[src/rtl/fb_arb_pkg.sv]
// Shared types and constants for the frame-buffer write-port arbiter.
package fb_arb_pkg;

    typedef enum logic [0:0] {
        IDLE,
        OWNED
    } arb_state_t;

    localparam int unsigned N_REQ_DEFAULT = 3;

    localparam int unsigned REQ_FILL   = 0;
    localparam int unsigned REQ_LINE   = 1;
    localparam int unsigned REQ_SYMBOL = 2;

endpackage

[src/rtl/rr_picker.sv]
// Combinational round-robin picker: first set request searching upward from last_owner+1.
module rr_picker #(
    parameter int unsigned N_REQ = 3,
    parameter int unsigned IdxW  = 2
) (
    input  logic [N_REQ-1:0] req_i,
    input  logic [IdxW-1:0]  last_owner_i,
    output logic             valid_o,
    output logic [IdxW-1:0]  winner_o
);

    int              cand;
    logic [IdxW-1:0] cand_idx;

    // Walk from the farthest candidate down to the nearest so the nearest one wins.
    always_comb begin
        valid_o  = 1'b0;
        winner_o = '0;
        cand     = 0;
        cand_idx = '0;
        for (int k = int'(N_REQ); k >= 1; k--) begin
            cand     = (int'(last_owner_i) + k) % int'(N_REQ);
            cand_idx = IdxW'(cand);
            if (req_i[cand_idx]) begin
                valid_o  = 1'b1;
                winner_o = cand_idx;
            end
        end
    end

endmodule

[src/rtl/fb_write_arbiter.sv]
// Round-robin owner of the single frame-buffer write port shared by the drawing engines.
module fb_write_arbiter
    import fb_arb_pkg::*;
#(
    parameter int unsigned N_REQ      = N_REQ_DEFAULT,
    parameter int unsigned ADDR_WIDTH = 19
) (
    input  logic                        clk_i,
    input  logic                        rst_i,
    input  logic [N_REQ-1:0]            req_i,
    output logic [N_REQ-1:0]            grant_o,
    input  logic [N_REQ-1:0]            req_write_enable_i,
    input  logic [N_REQ*ADDR_WIDTH-1:0] req_write_addr_i,
    input  logic [N_REQ-1:0]            req_write_data_i,
    input  logic                        hold_i,
    output logic                        busy_o,
    output logic                        fb_write_enable_o,
    output logic [ADDR_WIDTH-1:0]       fb_write_addr_o,
    output logic                        fb_write_data_o,
    output logic                        collision_o
);

    localparam int unsigned IdxW = (N_REQ > 1) ? $clog2(N_REQ) : 1;

    arb_state_t            state_q, state_d;
    logic [IdxW-1:0]       last_owner_q, last_owner_d;
    logic [N_REQ-1:0]      grant_q, grant_d;
    logic                  busy_q, busy_d;
    logic                  fb_we_q, fb_we_d;
    logic [ADDR_WIDTH-1:0] fb_addr_q, fb_addr_d;
    logic                  fb_data_q, fb_data_d;
    logic                  collision_q, collision_d;

    logic                  pick_valid;
    logic [IdxW-1:0]       pick_winner;
    logic                  owner_holds;
    logic [N_REQ-1:0]      fwd;

    rr_picker #(
        .N_REQ (N_REQ),
        .IdxW  (IdxW)
    ) u_rr_picker (
        .req_i        (req_i),
        .last_owner_i (last_owner_q),
        .valid_o      (pick_valid),
        .winner_o     (pick_winner)
    );

    assign owner_holds = |(req_i & grant_q);

    always_comb begin
        state_d      = state_q;
        last_owner_d = last_owner_q;
        grant_d      = grant_q;
        unique case (state_q)
            IDLE: begin
                if (!hold_i && pick_valid) begin
                    state_d              = OWNED;
                    grant_d              = '0;
                    grant_d[pick_winner] = 1'b1;
                    last_owner_d         = pick_winner;
                end
            end
            OWNED: begin
                if (!owner_holds) begin
                    // Owner's req is already low, so any valid pick is another requester.
                    if (!hold_i && pick_valid) begin
                        grant_d              = '0;
                        grant_d[pick_winner] = 1'b1;
                        last_owner_d         = pick_winner;
                    end else begin
                        state_d = IDLE;
                        grant_d = '0;
                    end
                end
            end
            default: begin
                state_d = IDLE;
                grant_d = '0;
            end
        endcase
        busy_d = |grant_d;
    end

    always_comb begin
        fwd         = grant_q & req_write_enable_i;
        fb_we_d     = |fwd;
        fb_addr_d   = '0;
        fb_data_d   = 1'b0;
        for (int i = 0; i < int'(N_REQ); i++) begin
            if (fwd[i]) begin
                fb_addr_d = fb_addr_d | req_write_addr_i[i*ADDR_WIDTH +: ADDR_WIDTH];
                fb_data_d = fb_data_d | req_write_data_i[i];
            end
        end
        collision_d = collision_q | (|(req_write_enable_i & ~grant_q));
    end

    always_ff @(posedge clk_i) begin
        if (rst_i) begin
            state_q      <= IDLE;
            last_owner_q <= IdxW'(N_REQ - 1);
            grant_q      <= '0;
            busy_q       <= 1'b0;
            fb_we_q      <= 1'b0;
            fb_addr_q    <= '0;
            fb_data_q    <= 1'b0;
            collision_q  <= 1'b0;
        end else begin
            state_q      <= state_d;
            last_owner_q <= last_owner_d;
            grant_q      <= grant_d;
            busy_q       <= busy_d;
            fb_we_q      <= fb_we_d;
            fb_addr_q    <= fb_addr_d;
            fb_data_q    <= fb_data_d;
            collision_q  <= collision_d;
        end
    end

    assign grant_o           = grant_q;
    assign busy_o            = busy_q;
    assign fb_write_enable_o = fb_we_q;
    assign fb_write_addr_o   = fb_addr_q;
    assign fb_write_data_o   = fb_data_q;
    assign collision_o       = collision_q;

endmodule
[config.mk]
export PLATFORM = sky130hd
export DESIGN_NAME = fb_write_arbiter
export DESIGN_NICKNAME = d
export VERILOG_FILES = /design/src/rtl/fb_arb_pkg.sv /design/src/rtl/rr_picker.sv /design/src/rtl/fb_write_arbiter.sv
export SDC_FILE = /design/constraint.sdc
export NUM_CORES = 1
export LEC_CHECK = 0
export CAP_MARGIN = 20
export CORE_MARGIN = 2
export CORE_UTILIZATION = 38
export DETAILED_ROUTE_END_ITERATION = 7
export PLACE_DENSITY = 0.9
export RECOVER_POWER = 25
export SYNTH_ARGS = -nofsm -noshare
export SYNTH_HDL_FRONTEND = slang
export SYNTH_SLANG_ARGS = --single-unit
export TNS_END_PERCENT = 10
[constraint.sdc]
create_clock -name clk_i -period 2.98 [get_ports clk_i]
set_input_delay 0.745 -clock clk_i [delete_from_list [all_inputs] [get_ports clk_i]]
set_output_delay 0.745 -clock clk_i [all_outputs]
set_load 0.02 [all_outputs]
Word level (Yosys, flattened, before mapping) --
Index checks and enable logic that the tools add are counted.
Word-level totals: bits in read-only memories 0, memories kept 0, output and inout bits 26, flip-flop bits (word level) 29, bits in writable memories 0, input port bits 69, word-level logic and storage cells 67, bits in latches 0
Operators by class: equality and inequality tests 1, shift operators 0, $mul 0, reductions and logical operators 7, magnitude comparators 5, bitwise operators 10, muxes and demuxes 30, div/mod/pow operators 3, $add $sub $neg 3
Operator list (number):
- remainder unit 32 x 3 -> 32 bit, second input constant | 3
- two-way mux 19 bit | 3
- bitwise OR 19 bit | 2
- < comparator 2 x 3 -> 1 bit, second input constant | 4
- two-way mux 1 bit | 12
- OR reduction 3 bit | 4
- two-way mux 2 bit | 5
- bitwise AND 3 bit | 3
- two-way mux 3 bit | 3
- adder 2 x 2 -> 3 bit, second input constant | 2
- binary-select mux 1 bit (select 2 bit) | 3
- one-hot mux 3 bit (2 select lines) | 1
- one-hot mux 2 bit (2 select lines) | 1
- adder 2 x 1 -> 3 bit, second input constant | 1
- NOT 3 bit | 1
- bitwise OR 1 bit | 3
- demux 1 bit (select 2 bit) | 1
- >= comparator 2 x 1 -> 1 bit, second input constant | 1
- logical AND 1 bit | 2
- != test 2 bit, second input constant | 1
- one-hot mux 1 bit (2 select lines) | 1
- logical NOT 1 bit | 1
- NOT 1 bit | 1

Logic depth before layout (Yosys ltp) --
Gate-level depths: netlist of the first run.
depth after elaboration 15, mapped depth 8, gate-level depth less buffers 7

Modules after synthesis --
A second synthesis of the first run with hierarchy kept.
Unflattened totals: cells, all modules 173, area, all modules 1436.4 µm²
Modules (own cells, without submodules):
- fb_write_arbiter | cells an instance 137, area an instance 1191.1 µm², times used 1, sequential area each 580.6 µm²
- rr_picker | cells an instance 36, area an instance 245.2 µm², times used 1, sequential area each 0.0 µm²

Least setup slack after synthesis of the first run --
No wires, ideal clock.
path type input to register, start point input port req_i[1], end point register grant_q[2] (netlist: grant_o[2]), arrival 1.861 ns, required time 2.913 ns, stages 4, setup time 0.067 ns, slack 1.052 ns, path buffers 0, cells stage by stage a22oi_1 > a21boi_0 > or4_4 > a21oi_2
On the way: cells in the longest elaborated chain, start to end 12, elaborated cells on any way between the ends 24
Ends and longest elaborated chain:
- start: declaration | RTL line fb_write_arbiter.sv:10 | input logic [N_REQ-1:0] req_i,
- binary-select mux 1 bit (select 2 bit) | RTL line rr_picker.sv:24 | if (req_i[cand_idx]) begin
- two-way mux 1 bit (implied by the code) | RTL line rr_picker.sv:24
- two-way mux 2 bit (3 in a row) | RTL line rr_picker.sv:24
- < comparator 2 x 3 -> 1 bit (implied by the code) or >= comparator 2 x 1 -> 1 bit (tied branches) | RTL line fb_write_arbiter.sv:60, fb_write_arbiter.sv:69
- logical AND 1 bit (implied by the code) | RTL line fb_write_arbiter.sv:60, fb_write_arbiter.sv:69
- two-way mux 1 bit (implied by the code) | RTL line fb_write_arbiter.sv:60, fb_write_arbiter.sv:69
- demux 1 bit (select 2 bit) | RTL line fb_write_arbiter.sv:60, fb_write_arbiter.sv:69
- two-way mux 3 bit | RTL line fb_write_arbiter.sv:67 | if (!hold_i && pick_valid) begin
- two-way mux 3 bit | RTL line fb_write_arbiter.sv:65 | if (!owner_holds) begin
- one-hot mux 3 bit (2 select lines) * | RTL line fb_write_arbiter.sv:55 | unique case (state_q)
- end signal: assignment | RTL line fb_write_arbiter.sv:112 | grant_q <= grant_d;
- end: declaration | RTL line fb_write_arbiter.sv:27 | logic [N_REQ-1:0] grant_q, grant_d;
Mark *: on every way between the ends. The rest lies on a longest branch, timed or not. The select of a mux whose other input is x is not followed. A chain may end at the register's enable or synchronous reset.

Final worst setup path of the first run --
start point input port req_i[1], end point register last_owner_q[1]
On the way: cells in the longest elaborated chain, start to end 9, elaborated cells on any way between the ends 19
Ends and longest elaborated chain:
- binary-select mux 1 bit (select 2 bit) | RTL line rr_picker.sv:24
- two-way mux 1 bit (implied by the code) | RTL line rr_picker.sv:24
- two-way mux 1 bit (3 in a row) | RTL line rr_picker.sv:24
- logical AND 1 bit | RTL line fb_write_arbiter.sv:57, fb_write_arbiter.sv:67
- two-way mux 2 bit | RTL line fb_write_arbiter.sv:57, fb_write_arbiter.sv:67
- two-way mux 2 bit | RTL line fb_write_arbiter.sv:65
- one-hot mux 2 bit (2 select lines) | RTL line fb_write_arbiter.sv:55
- end signal: assignment | RTL line fb_write_arbiter.sv:102 | last_owner_q <= IdxW'(N_REQ - 1);
- end signal: assignment | RTL line fb_write_arbiter.sv:111 | last_owner_q <= last_owner_d;
- end: declaration | RTL line fb_write_arbiter.sv:26 | logic [IdxW-1:0] last_owner_q, last_owner_d;
Parallel ways exist; a longest one is shown, timed or not. The select of a mux whose other input is x is not followed.

==> impl_metrics.yaml, run 1 <==
status:
  status: "finished clean"
floorplanning:
  pin_count: 95
  die-height_um: 64.8
  rows: 22
  die_w_um: 64.8
  start_util_pct: 38.9
  core_um2: 3610
  die_area_um2: 4190
detailed_routing:
  drtAntennaViolNets: 0
  drtIter0Drc: 84
  drt-vias-per-instance: 5.10
  drt-total-wl_um: 4310
  remaining_drc_errors: 0
  vias: 1591
  first_pass_iters: 4
  wl_per_cell_um: 13.8
timing:
  postLayoutSetupSlackWorst_ps: 664
  relSlewSlack_pct: 48.0
  timing.final.crit_share_pct: 77.7
  maxClockFrequency_mhz: 432
  finalSetupViolCount: 0
  clock-skew-final_ps: 1.61
  rsz0062_at_grt: "no"
  finalMaxSlewViolations: 0
  setup_tns_ps: 0
  hold_viol_final: 0
  worst_pin_slew_ps: 781
  min_period_ps: 2320
yosys:
  netlist_instances: 170
  ys_types: 34
  synth_top_area_share_pct: 41.4
  ys_ff_latch: 29
  syn_avg_cell_area_um2: 8.25
  netlist_area_um2: 1400
  yosysSeqAreaShare_pct: 41.4
  ys_warn_count: 0
  synth_nets: 243
  synth_top_cell_by_area: "dfxtp_1"
  synth.area.top_cells: "dfxtp_1 41%, a22oi_1 11%, a21oi_1 8.9%"
clock_network:
  insertion_delay_ps: 270
  tritoncts: "done"
  postCtsHoldBufs: 0
  cts-buffers-inserted: 5
  clk_path_buf_depth: 2
  clk_pin_slew_ps: 60
  htree_num_levels: 2
  cts.sinks: 29
  cts-root-buf: "clkbuf_8"
  cts_setup_buffers: 0
  cts_resized: 0
power:
  p_comb_share_pct: 34.0
  ir_worst_vdd_v: 0.000281
  power_density_nw_per_um2: 529
  power_switching_mw: 0.388
  p_int_mw: 0.935
  pwr-share-clk_pct: 31.6
  switching_share_pct: 29.3
  p_leak_nw: 0.934
  p_seq_share_pct: 34.4
setup_path:
  path_max_fanout: 6
  crit_chain: "clkdlybuf4s50_1, a22oi_1, a21boi_0, or4_4, o211ai_1"
  critPathRequiredTime_ps: 3180
  r2r_cells: 6
  critPathLaunchType: "primary input"
  critPathSlowestCell: "or4_4"
  worst_setup_path_end_kind: "flip-flop"
  rr_endpoint: "grant_o[1]"
  critPathKind: "in -> reg"
  crit_cells: 5
  cpPeakStageDelay_ps: 570
  regToRegSetupSlack_ps: 960
  arrival_ps: 2510
  path_buf_inv: 1
  critPathCapture: "last_owner_q[1]"
  cp-startpoint: "req_i[1]"
  timing.rr.start: "last_owner_q[0]"
  critical_path.top_delay_family: "compound AO/OA/AOI/OAI gates"
placed_design:
  post-dp-hpwl_um: 3300
  io_buffer_count: 94
  dp_slack_ps: 389
  dp_cells: 304
  dpl_cell_area_um2: 2380
  place.gp.congestion: 0.898
hold_path:
  hp-class: "reg -> reg"
  min_from: "last_owner_q[0]"
flow_run:
  timing.max_cap.violations: 0
cells_and_area:
  area_growth_pct: 78.1
  instances_no_fill: 312
  drive_gt1_share_pct: 5.30
  fin_nets: 336
  antenna_cells: 0
  stdcell_area_um2: 2500
  post-route-util_pct: 69.3
grt:
  grt_max_degree: 22
  track_usage_pct: 20.7
  grt_pass1_vias: 1447
  grt-ovfl-total: 0
  antenna_found_initial: 0
  grt_pass1_wl_um: 6810
## cell type report
cell class | instances | area (µm²)
Sequential cell | 29 | 581
Inverter | 7 | 26.3
Multi-Input combinational cell | 123 | 752
Timing Repair Buffer | 97 | 963
Clock buffer | 7 | 86.3
Tap cell | 48 | 60.1
Fill cell | 313 | 1110
Clock inverter | 1 | 30.0
## sequential cells by signal (all words and copies together), names as in the netlist
| signal | cells |
|---|---|
| fb_write_enable_o | 1 |
| fb_write_data_o | 1 |
| fb_write_addr_o | 19 |
| last_owner_q | 2 |
| busy_o | 1 |
| collision_o | 1 |
| state_q | 1 |
| grant_o | 3 |
## metrics by stage
step / power (mW) / hold WS, ps
finish: 1.32 / 540
detailed placement: 0.918 / 529
global route: 1.40 / 559
floorplan: 0.709 / 488
CTS: 1.34 / 541
global placement: 0.911 / 517
## worst register-to-register path, cell delays in order (launching register included)
cell	delay, ps
dfxtp_1	390
inv_1	80
ha_1	430
o21ai_0	140
or3_1	380
or3_1	350
o22ai_1	170
## layer usage
| layer | track usage (%) | wire (µm) | share of wire [%] |
|---|---|---|---|
| met1 | 23.0 | 1700 | 39 |
| met2 | 37.0 | 2220 | 52 |
| met3 | 7.47 | 357 | 8.3 |
| met4 | 5.59 | 34 | 0.79 |
| met5 | 0 | 0 | 0 |
## synth_stat cells
| library cell | count |
|---|---|
| a211o_1 | 1 |
| a21boi_0 | 1 |
| a21oi_1 | 25 |
| a21oi_2 | 1 |
| a22o_1 | 1 |
| a22oi_1 | 21 |
| a2bb2oi_2 | 1 |
| a311oi_1 | 1 |
| a31oi_1 | 3 |
| a31oi_2 | 1 |
| and2_1 | 3 |
| and2b_1 | 1 |
| buf_2 | 2 |
| clkbuf_1 | 9 |
| dfxtp_1 | 29 |
| ha_1 | 4 |
| inv_1 | 7 |
| mux2i_1 | 2 |
| nand2_1 | 27 |
| nand2b_1 | 5 |
| nand3_1 | 1 |
| nor2_1 | 6 |
| nor2b_1 | 1 |
| nor3_1 | 2 |
| o211ai_1 | 2 |
| o21ai_0 | 3 |
| o21ai_1 | 1 |
| o221ai_1 | 1 |
| o22a_1 | 2 |
| o22ai_1 | 1 |
| o2bb2ai_1 | 1 |
| o31ai_1 | 1 |
| or3_1 | 2 |
| or4_4 | 1 |
## power groups by stage
stage,sequential [mW],clock [mW],combinational (mW)
floorplan,0.504,0,0.206
global placement,0.464,0,0.446
detailed placement,0.465,0,0.453
CTS,0.457,0.426,0.455
global route,0.462,0.449,0.493
finish,0.456,0.418,0.449
## worst min-delay path by stage
| stage | endpoint | cells past startpoint |
|---|---|---|
| 2_1_floorplan | last_owner_q[0] | 2 |
| 4_1_cts | grant_o[1] | 2 |
| 6_report | last_owner_q[0] | 2 |
| 3_5_place_dp | last_owner_q[0] | 2 |
| 3_3_place_gp | grant_o[1] | 2 |
| 5_1_grt | grant_o[1] | 2 |
## kinds of logic after synthesis
| group | count (synthesis) | share of synthesized area, % |
|---|---|---|
| and+or+nand+nor | 49 | 16.1 |
| adders and majority gates | 4 | 3.57 |
| muxes | 2 | 1.43 |
| buffers and inverters | 18 | 5.00 |
| DFF | 29 | 41.4 |
| AOI/OAI and AO/OA | 68 | 32.5 |
## cells in the final DEF (no fill, tap or decap), drive strengths merged, types with 2 or more instances in the layout
master,count
a21oi,26
a22oi,21
a31oi,4
and2,3
buf,3
clkbuf,7
clkdlybuf4s50,81
dfxtp,29
dlygate4sd3,13
ha,4
inv,7
mux2i,2
nand2,27
nand2b,5
nor2,6
nor3,2
o211ai,2
o21ai,4
o22a,2
or3,2
(Power assumes the default switching activity.)
==> run 2, diff against run 1 <==
- CORE_UTILIZATION: 38 -> 35
- PLACE_DENSITY: 0.9 -> 0.84
- clock period: 2.98 -> 2.4 ns (I/O delays scaled with it)
==> run 2 against run 1 <==
  * First-iteration DRC count decreased by 26%
  * Core utilization decreased by 4.8 points
  * Cell area increased by 1.0%
  * Routed wire length increased by 6.4%
  * Largest cell class unchanged
  * Largest power group is now combinational logic
==> impl_metrics.yaml, run 2 (synthesis results as in run 1) <==
status:
  status: "finished clean"
setup_path:
  critPathKind: "in -> reg"
  timing.rr.start: "last_owner_q[1]"
  critPathSlowestCell: "clkdlybuf4s50_1"
  r2r_cells: 7
  worst_setup_path_end_kind: "flip-flop"
  cp-startpoint: "req_i[1]"
  crit_chain: "clkdlybuf4s50_1, mux2i_1, o22a_1, a2bb2oi_2, or4_4, a21oi_2"
  arrival_ps: 2290
  critPathLaunchType: "primary input"
  critPathCapture: "grant_o[2]"
  rr_endpoint: "grant_o[1]"
  regToRegSetupSlack_ps: 380
  critPathRequiredTime_ps: 2610
  path_max_fanout: 6
  cpPeakStageDelay_ps: 560
clock_network:
  clk_path_buf_depth: 2
  cts_resized: 0
  postCtsHoldBufs: 0
  cts_setup_buffers: 0
  htree_num_levels: 2
  insertion_delay_ps: 270
  cts-buffers-inserted: 5
  clk_pin_slew_ps: 60
  tritoncts: "done"
  cts-root-buf: "clkbuf_8"
  cts.sinks: 29
cells_and_area:
  multiInputGateArea_um2: 752
  ff_latch_area_um2: 581
  drive_gt1_share_pct: 7.43
  largest_reg_flops: 19
  antenna_cells: 0
  fin_nets: 341
  layout_commonest_cell: "clkdlybuf4s50_1"
  instances_no_fill: 319
  nFillCells: 353
  post-route-util_pct: 64.5
  area_growth_pct: 79.9
  mostFrequentLayoutCells: "90 x clkdlybuf4s50_1, 29 x dfxtp_1, 27 x nand2_1"
  stdcell_area_um2: 2520
detailed_routing:
  drt-total-wl_um: 4590
  wl_per_cell_um: 14.4
  drt-vias-per-instance: 5.08
  remaining_drc_errors: 0
  first_pass_iters: 4
  drtIter0Drc: 62
  vias: 1619
  drtAntennaViolNets: 0
floorplanning:
  die_area_um2: 4530
  rows: 23
  pin_count: 95
  die-height_um: 67.3
  core_um2: 3910
  start_util_pct: 35.8
  die_w_um: 67.3
timing:
  timing.final.crit_share_pct: 86.7
  clock-skew-final_ps: 3.25
  relSlewSlack_pct: 62.9
  hold_viol_final: 0
  finalMaxSlewViolations: 0
  rsz0062_at_grt: "no"
  finalSetupViolCount: 0
  worst_pin_slew_ps: 556
  setup_tns_ps: 0
  min_period_ps: 2080
  maxClockFrequency_mhz: 481
  whs_ps: 532
grt:
  grt-ovfl-total: 0
  grt_pass1_vias: 1443
  track_usage_pct: 20.0
  grt_max_degree: 22
  grt_pass1_wl_um: 6760
  antenna_found_initial: 0
placed_design:
  place.gp.congestion: 0.880
  io_buffer_count: 94
  post-dp-hpwl_um: 3610
  dp_cells: 311
  dpl_cell_area_um2: 2420
flow_run:
  timing.max_cap.violations: 0
power:
  power_density_nw_per_um2: 625
  ir_worst_vdd_v: 0.000355
  p_leak_nw: 0.923
hold_path:
  hp-class: "reg -> reg"
[run 2: layer usage]
metal / part of all wire [%] / vias up / track usage, % / wire [µm]
met5: 0 / - / 0 / 0
met4: 0.70 / 0 / 4.85 / 32
met3: 10 / 6 / 8.00 / 476
met2: 48 / 66 / 35.6 / 2210
met1: 41 / 737 / 22.2 / 1870
li1: - / 810 / - / -
[run 2: how the worst min path moves through the flow]
stage                          from               to  slack, ps  depth (start not counted)
floorplan           last_owner_q[0]  last_owner_q[0]        490                          2
global placement         grant_o[1]       grant_o[1]        520                          2
detailed placement  last_owner_q[0]  last_owner_q[0]        510                          2
CTS                 last_owner_q[0]  last_owner_q[0]        530                          2
global route        last_owner_q[0]  last_owner_q[0]        550                          2
finish              last_owner_q[0]  last_owner_q[0]        530                          2
[run 2: critical path, delay by kind of cell]
| kind | cells | cell delay, ps |
|---|---|---|
| simple gates | 1 | 500 |
| buf+inv | 1 | 560 |
| compound gates | 3 | 520 |
| mux | 1 | 110 |
[run 2: metrics by stage]
| step | power (mW) | setup WS, ps |
|---|---|---|
| after global routing | 1.68 | 203 |
| after CTS | 1.59 | 317 |
| after floorplan | 0.881 | 575 |
| after detailed placement | 1.16 | 35.2 |
| final | 1.58 | 319 |
| after global placement | 1.14 | 81.8 |
[run 2: area by class of cell]
| type | count | area share [%] |
|---|---|---|
| Inverter | 7 | 1.04 |
| Clock inverter | 1 | 0.198 |
| Multi-Input combinational cell | 123 | 29.8 |
| Sequential cell | 29 | 23.0 |
| Tap cell | 50 | 2.48 |
| Clock buffer | 7 | 3.82 |
| Timing Repair Buffer | 102 | 39.7 |
[run 2: report_power, final]
group / switching (mW) / internal, mW
logic: 0.277 / 0.300
clock network: 0.173 / 0.259
registers: 0.0343 / 0.535
